### config.mk
export PLATFORM = sky130hd
export DESIGN_NAME = mem_port_arbiter_flat
export DESIGN_NICKNAME = d
export VERILOG_FILES = /design/src/rtl/mem_port_arbiter_if.sv /design/src/rtl/mem_port_arbiter.sv /design/src/flat_wrapper.sv
export SDC_FILE = /design/constraint.sdc
export NUM_CORES = 1
export LEC_CHECK = 0
export ABC_CLOCK_PERIOD_IN_PS = 1900
export BUFFER_PORTS_ARGS = -buffer_cell sky130_fd_sc_hd__buf_2
export CORE_ASPECT_RATIO = 0.5
export CORE_MARGIN = 2
export CORE_UTILIZATION = 25
export CTS_BUF_LIST = sky130_fd_sc_hd__clkbuf_16
export DETAILED_ROUTE_END_ITERATION = 16
export GPL_TIMING_DRIVEN = 0
export SETUP_SLACK_MARGIN = 0.3
export SYNTH_ARGS = -nofsm -noshare
export SYNTH_HDL_FRONTEND = slang
export SYNTH_SLANG_ARGS = --single-unit
### constraint.sdc
create_clock -name clk -period 1.9 [get_ports clk]
set_input_delay 0.19 -clock clk [delete_from_list [all_inputs] [get_ports clk]]
set_output_delay 0.19 -clock clk [all_outputs]
set_load 0.005 [all_outputs]
### src/rtl/mem_port_arbiter_if.sv
// Bundle between the two requesters, the memory port and the arbiter.
// The arbiter takes the master view because it masters the memory port; the environment takes the slave view.
interface mem_port_arbiter_if;
    logic        r0_req, r0_we, r0_gnt, r0_done;
    logic [31:0] r0_addr, r0_wdata, r0_rdata;
    logic        r1_req, r1_we, r1_gnt, r1_done;
    logic [31:0] r1_addr, r1_wdata, r1_rdata;
    logic [31:0] mem_addr, mem_write_data, mem_read_data;
    logic        mem_read, mem_write;

    modport master (
        input  r0_req, r0_we, r0_addr, r0_wdata,
        input  r1_req, r1_we, r1_addr, r1_wdata,
        input  mem_read_data,
        output r0_gnt, r0_done, r0_rdata,
        output r1_gnt, r1_done, r1_rdata,
        output mem_addr, mem_write_data, mem_read, mem_write
    );

    modport slave (
        output r0_req, r0_we, r0_addr, r0_wdata,
        output r1_req, r1_we, r1_addr, r1_wdata,
        output mem_read_data,
        input  r0_gnt, r0_done, r0_rdata,
        input  r1_gnt, r1_done, r1_rdata,
        input  mem_addr, mem_write_data, mem_read, mem_write
    );
endinterface

### src/rtl/mem_port_arbiter.sv
// Two-requester arbiter for a fixed-latency memory port (IDLE -> ACCESS -> DONE).
// ARB_ROUND_ROBIN_EN selects round-robin tie breaking; otherwise r0 has fixed priority.
module mem_port_arbiter #(
    parameter int RD_LAT = 3,
    parameter int WR_LAT = 1
) (
    input logic               clk,
    input logic               reset,
    mem_port_arbiter_if.master bus
);
    localparam int MAX_LAT = (RD_LAT > WR_LAT) ? RD_LAT : WR_LAT;
    localparam int CNT_W   = $clog2(MAX_LAT) + 1;
    localparam logic [CNT_W-1:0] RD_CNT = CNT_W'(RD_LAT - 1);
    localparam logic [CNT_W-1:0] WR_CNT = CNT_W'(WR_LAT - 1);

    typedef enum logic [1:0] {S_IDLE, S_ACCESS, S_DONE} state_e;

    state_e           state_q, state_d;
    logic [CNT_W-1:0] cnt_q, cnt_d;
    logic             owner_q, owner_d;
    logic             first_q, first_d;
    logic [31:0]      addr_q, addr_d;
    logic [31:0]      wdata_q, wdata_d;
    logic             rd_q, rd_d;
    logic             wr_q, wr_d;
    logic [31:0]      rdata0_q, rdata0_d;
    logic [31:0]      rdata1_q, rdata1_d;

    logic any_req, win, win_we;

    assign any_req = bus.r0_req | bus.r1_req;
    assign win_we  = win ? bus.r1_we : bus.r0_we;

`ifdef ARB_ROUND_ROBIN_EN
    // prio_q names the requester that wins the next tie; it flips away from whoever was just granted.
    logic prio_q, prio_d;

    assign win = bus.r0_req ? (bus.r1_req & prio_q) : 1'b1;

    always_comb begin
        prio_d = prio_q;
        if (state_q == S_IDLE && any_req)
            prio_d = ~win;
    end

    always_ff @(posedge clk) begin
        if (reset) prio_q <= 1'b0;
        else       prio_q <= prio_d;
    end
`else
    assign win = ~bus.r0_req;
`endif

    always_comb begin
        state_d  = state_q;
        cnt_d    = cnt_q;
        owner_d  = owner_q;
        first_d  = 1'b0;
        addr_d   = addr_q;
        wdata_d  = wdata_q;
        rd_d     = rd_q;
        wr_d     = wr_q;
        rdata0_d = rdata0_q;
        rdata1_d = rdata1_q;
        case (state_q)
            S_IDLE: begin
                if (any_req) begin
                    state_d = S_ACCESS;
                    owner_d = win;
                    first_d = 1'b1;
                    addr_d  = win ? bus.r1_addr  : bus.r0_addr;
                    wdata_d = win ? bus.r1_wdata : bus.r0_wdata;
                    cnt_d   = win_we ? WR_CNT : RD_CNT;
                    rd_d    = ~win_we;
                    wr_d    = win_we;
                end
            end
            S_ACCESS: begin
                if (cnt_q == '0) begin
                    // Last enable cycle: memory data is valid now, enables drop at this edge.
                    if (rd_q) begin
                        if (owner_q) rdata1_d = bus.mem_read_data;
                        else         rdata0_d = bus.mem_read_data;
                    end
                    rd_d    = 1'b0;
                    wr_d    = 1'b0;
                    state_d = S_DONE;
                end else begin
                    cnt_d = cnt_q - CNT_W'(1);
                end
            end
            S_DONE:  state_d = S_IDLE;
            default: state_d = S_IDLE;
        endcase
    end

    always_ff @(posedge clk) begin
        if (reset) begin
            state_q  <= S_IDLE;
            cnt_q    <= '0;
            owner_q  <= 1'b0;
            first_q  <= 1'b0;
            addr_q   <= '0;
            wdata_q  <= '0;
            rd_q     <= 1'b0;
            wr_q     <= 1'b0;
            rdata0_q <= '0;
            rdata1_q <= '0;
        end else begin
            state_q  <= state_d;
            cnt_q    <= cnt_d;
            owner_q  <= owner_d;
            first_q  <= first_d;
            addr_q   <= addr_d;
            wdata_q  <= wdata_d;
            rd_q     <= rd_d;
            wr_q     <= wr_d;
            rdata0_q <= rdata0_d;
            rdata1_q <= rdata1_d;
        end
    end

    assign bus.r0_gnt         = (state_q == S_ACCESS) & first_q & ~owner_q;
    assign bus.r1_gnt         = (state_q == S_ACCESS) & first_q &  owner_q;
    assign bus.r0_done        = (state_q == S_DONE) & ~owner_q;
    assign bus.r1_done        = (state_q == S_DONE) &  owner_q;
    assign bus.r0_rdata       = rdata0_q;
    assign bus.r1_rdata       = rdata1_q;
    assign bus.mem_addr       = addr_q;
    assign bus.mem_write_data = wdata_q;
    assign bus.mem_read       = rd_q;
    assign bus.mem_write      = wr_q;
endmodule

### src/flat_wrapper.sv
// flat-port wrapper written by rule: the top's interface ports become plain ports
module mem_port_arbiter_flat 
#(
    parameter int RD_LAT = 3,
    parameter int WR_LAT = 1
)
  (clk, reset, bus_r0_req, bus_r0_we, bus_r0_addr, bus_r0_wdata, bus_r1_req, bus_r1_we, bus_r1_addr, bus_r1_wdata, bus_mem_read_data, bus_r0_gnt, bus_r0_done, bus_r0_rdata, bus_r1_gnt, bus_r1_done, bus_r1_rdata, bus_mem_addr, bus_mem_write_data, bus_mem_read, bus_mem_write);
  mem_port_arbiter_if bus_i ();
  input logic clk;
  input logic reset;
  input wire logic [$bits(bus_i.r0_req)-1:0] bus_r0_req;
  input wire logic [$bits(bus_i.r0_we)-1:0] bus_r0_we;
  input wire logic [$bits(bus_i.r0_addr)-1:0] bus_r0_addr;
  input wire logic [$bits(bus_i.r0_wdata)-1:0] bus_r0_wdata;
  input wire logic [$bits(bus_i.r1_req)-1:0] bus_r1_req;
  input wire logic [$bits(bus_i.r1_we)-1:0] bus_r1_we;
  input wire logic [$bits(bus_i.r1_addr)-1:0] bus_r1_addr;
  input wire logic [$bits(bus_i.r1_wdata)-1:0] bus_r1_wdata;
  input wire logic [$bits(bus_i.mem_read_data)-1:0] bus_mem_read_data;
  output wire logic [$bits(bus_i.r0_gnt)-1:0] bus_r0_gnt;
  output wire logic [$bits(bus_i.r0_done)-1:0] bus_r0_done;
  output wire logic [$bits(bus_i.r0_rdata)-1:0] bus_r0_rdata;
  output wire logic [$bits(bus_i.r1_gnt)-1:0] bus_r1_gnt;
  output wire logic [$bits(bus_i.r1_done)-1:0] bus_r1_done;
  output wire logic [$bits(bus_i.r1_rdata)-1:0] bus_r1_rdata;
  output wire logic [$bits(bus_i.mem_addr)-1:0] bus_mem_addr;
  output wire logic [$bits(bus_i.mem_write_data)-1:0] bus_mem_write_data;
  output wire logic [$bits(bus_i.mem_read)-1:0] bus_mem_read;
  output wire logic [$bits(bus_i.mem_write)-1:0] bus_mem_write;
  assign bus_i.r0_req = bus_r0_req;
  assign bus_i.r0_we = bus_r0_we;
  assign bus_i.r0_addr = bus_r0_addr;
  assign bus_i.r0_wdata = bus_r0_wdata;
  assign bus_i.r1_req = bus_r1_req;
  assign bus_i.r1_we = bus_r1_we;
  assign bus_i.r1_addr = bus_r1_addr;
  assign bus_i.r1_wdata = bus_r1_wdata;
  assign bus_i.mem_read_data = bus_mem_read_data;
  assign bus_r0_gnt = bus_i.r0_gnt;
  assign bus_r0_done = bus_i.r0_done;
  assign bus_r0_rdata = bus_i.r0_rdata;
  assign bus_r1_gnt = bus_i.r1_gnt;
  assign bus_r1_done = bus_i.r1_done;
  assign bus_r1_rdata = bus_i.r1_rdata;
  assign bus_mem_addr = bus_i.mem_addr;
  assign bus_mem_write_data = bus_i.mem_write_data;
  assign bus_mem_read = bus_i.mem_read;
  assign bus_mem_write = bus_i.mem_write;
  mem_port_arbiter #(.RD_LAT(RD_LAT), .WR_LAT(WR_LAT)) u_core (.clk(clk), .reset(reset), .bus(bus_i));
endmodule
==> impl_metrics.sql <==
INSERT INTO impl_metrics (metric_group, metric, value, unit) VALUES
('status', 'result_of_the_run', 'complete, no violations', ''),
('timing', 'timing_worst_slew_pin_value', '545', 'ps'),
('clocking', 'cts_tree', 'done', ''),
('yosys', 'netlist_area', '6060', 'sq um'),
('timing', 'rsz0062_at_grt', 'true', ''),
('worst_setup_path', 'worst_path_required', '2260', 'ps'),
('yosys', 'synth.net_count', '762', ''),
('clocking', 'clockRootBuffer', 'clkbuf_16', ''),
('worst_setup_path', 'critical_path_peak_fanout', '5', ''),
('detailed_routing', 'routed_wl', '20100', 'um'),
('finish', 'multiInputGateArea', '3060', 'sq um'),
('timing', 'hold_viol', '0', ''),
('yosys', 'synth-main-ff-cell', 'dfxtp_1', ''),
('yosys', 'synthMostInstantiatedCell', 'dfxtp_1', ''),
('yosys', 'yosysWarnings', '0', ''),
('worst_setup_path', 'critPathMaxStageDelay', '310', 'ps'),
('clocking', 'insertion_delay', '440', 'ps'),
('worst_setup_path', 'path_class', 'flip-flop to flip-flop', ''),
('floorplan', 'die_area', '25600', 'sq um'),
('detailed_routing', 'route.detailed.wl_per_inst', '16.1', 'um'),
('power_and_ir_drop', 'power', '8.84', 'mW'),
('place', 'detail_placement_hpwl', '15200', 'um'),
('grt', 'grt_first_pass_wirelength', '30600', 'um'),
('yosys', 'number_of_unique_standard_cell_types_used_by_synthesis', '36', ''),
('finish', 'drive_gt1_frac', '0.416', ''),
('yosys', 'yosys_register_bits', '137', ''),
('worst_setup_path', 'critical_path.slowest_cell', 'dfxtp_1', ''),
('yosys', 'synthDominantAreaCellType', 'dfxtp_1', ''),
('place', 'numPortBuffers', '297', ''),
('yosys', 'synth_async_sr_flop_share', '0', ''),
('yosys', 'synth-seq-area-share', '0.452', ''),
('finish', 'final_nets', '1089', ''),
('worst_setup_path', 'crit_path_start_kind', 'flip-flop', ''),
('detailed_routing', 'detail_route.vias_per_cell', '4.49', ''),
('detailed_routing', 'drt-initial-drc-count', '200', ''),
('timing', 'final.setup_skew', '9.86', 'ps'),
('finish', 'filler_cell_count', '2442', ''),
('grt', 'total_gr_overflow', '0', ''),
('yosys', 'postSynthCellCount', '594', ''),
('floorplan', 'die_w', '224', 'um'),
('floorplan', 'design.portCount', '300', ''),
('yosys', 'netlist_top_cells_area', 'dfxtp_1 45%, mux2i_1 21%, nand2b_1 10%', ''),
('timing', 'timing.final.crit_period', '1540', 'ps'),
('detailed_routing', 'route.vias.total', '5606', ''),
('floorplan', 'fp.dieH', '114', 'um'),
('power_and_ir_drop', 'power.share.clock', '0.378', ''),
('worst_setup_path', 'timing.critical_path.arrival', '1900', 'ps'),
('floorplan', 'std_cell_rows', '40', ''),
('worst_setup_path', 'critPathTopFamily', 'simple AND/OR/NAND/NOR gates', ''),
('yosys', 'synthDominantCellAreaShare', '0.452', ''),
('grt', 'pin_count_of_the_biggest_net_entering_global_routing', '17', ''),
('finish', 'area.growth.synth_to_final', '44.5', '%'),
('detailed_routing', 'ant_nets', '0', ''),
('finish', 'diodes', '0', ''),
('clocking', 'cts_bufs_inserted', '17', ''),
('detailed_routing', 'drtPass1Iterations', '4', ''),
('clocking', 'cts_htree_levels', '4', ''),
('worst_setup_path', 'setup.reg_to_reg.worst_slack', '360', 'ps'),
('yosys', 'synth.cells.most_frequent', '137 x dfxtp_1, 129 x mux2i_1, 98 x nand2b_1', ''),
('power_and_ir_drop', 'p_comb_frac', '0.237', ''),
('clocking', 'cts.sinks', '137', ''),
('worst_hold_path', 'kind_of_path_behind_the_tightest_hold_check', 'input port to flip-flop', ''),
('run', 'maxcap_violations', '0', ''),
('timing', 'slew-limit-headroom', '0.637', ''),
('timing', 'maxSlewViolCount', '0', ''),
('timing', 'period_utilization_post_route', '0.812', ''),
('finish', 'area.sequential', '2750', 'sq um'),
('grt', 'grt_pass1_vias', '5652', ''),
('power_and_ir_drop', 'power_switching_share', '0.293', ''),
('detailed_routing', 'detail_route.drc_violations', '0', ''),
('worst_setup_path', 'path_cells', 'inv_2 -> ha_4 -> and4bb_1 -> and3_4 -> buf_8 -> clkbuf_16 -> mux2i_1', '');
## per-layer routing
layer / GRT usage / up-vias / wire length, um
met5: 0 / - / 0
met4: 0.0411 / 0 / 234
met3: 0.0462 / 15 / 701
met2: 0.282 / 107 / 10400
met1: 0.182 / 2697 / 8730
li1: - / 2787 / -
## final cells by class
class,count,area share
plain buffers,56,0.0430
repair buffers,308,0.182
clock buffers,17,0.0486
clock inverters,14,0.0179
inverters,3,0.00129
well taps,315,0.0450
multi-input cells,398,0.349
flip-flops and latches,137,0.314
## layout by cell type (no fill, tap or decap), drive strengths merged, types with 3 or more instances in the layout
cell type / instances
nor2: 6
o211ai: 3
mux2i: 129
clkbuf: 45
a211oi: 66
nor3b: 3
clkinv: 7
dfxtp: 137
bufinv: 3
clkinvlp: 3
a21oi: 69
buf: 336
nand2b: 98
inv: 4
nor3: 3
## through the flow
step | area [sq um] | util | worst slack (ps) | instances
final | 8760 | 0.366 | 357 | 1248
after global routing | 8760 | 0.366 | 257 | 1248
after CTS | 8630 | 0.361 | 250 | 1242
after detailed placement | 7940 | 0.332 | 52.8 | 1206
after global placement | 7940 | 0.332 | 102 | 1206
after floorplan | 6060 | - | 376 | 594
## cells by family after synthesis
| family | after synthesis | share of synthesized area |
|---|---|---|
| compound gates | 142 | 0.148 |
| fa+ha+maj | 2 | 0.00413 |
| buf+inv | 59 | 0.0510 |
| flops | 137 | 0.452 |
| mux | 129 | 0.213 |
| simple gates | 125 | 0.132 |
## path summary, 6_finish.rpt
check,start,endpoint,cells after the start
worst min register to register,u_core.bus.r1_rdata[27],u_core.bus.r1_rdata[27],2
worst max register to register,u_core.cnt_q[0],u_core.bus.r1_rdata[20],7
worst max-delay path,u_core.cnt_q[0],u_core.bus.r1_rdata[20],7
worst min-delay path,bus_mem_read_data[10],u_core.bus.r1_rdata[10],3
## repair_timing
| action | in CTS | in global routing |
|---|---|---|
| pin swaps | 2 | 0 |
| gates resized for setup | 22 | 22 |
| hold buffers | 0 | 0 |
| cloned | 0 | 1 |
| setup buffers | 5 | 5 |
| endpoints found under the setup margin | 105 | 113 |
## flip-flops by register name (all words and copies together), names as in the netlist
register	cells
u_core.bus.mem_addr	32
u_core.bus.mem_read	1
u_core.bus.mem_write	1
u_core.bus.mem_write_data	32
u_core.bus.r0_rdata	32
u_core.bus.r1_rdata	32
u_core.cnt_q	3
u_core.first_q	1
u_core.owner_q	1
u_core.state_q	2
## tightest hold or removal path, stage by stage
cell and delay (ps):
buf_2 100, nand2b_1 80, mux2i_1 70
## power by group through the flow
stage	Clock (mW)	Sequential (mW)	Combinational (mW)
2_1_floorplan	0	3.46	1.08
3_3_place_gp	0	3.44	1.91
3_5_place_dp	0	3.45	1.96
4_1_cts	3.45	3.39	2.03
5_1_grt	3.59	3.43	2.32
6_report	3.34	3.40	2.10
Note: power is estimated with default switching activity, not from simulation.
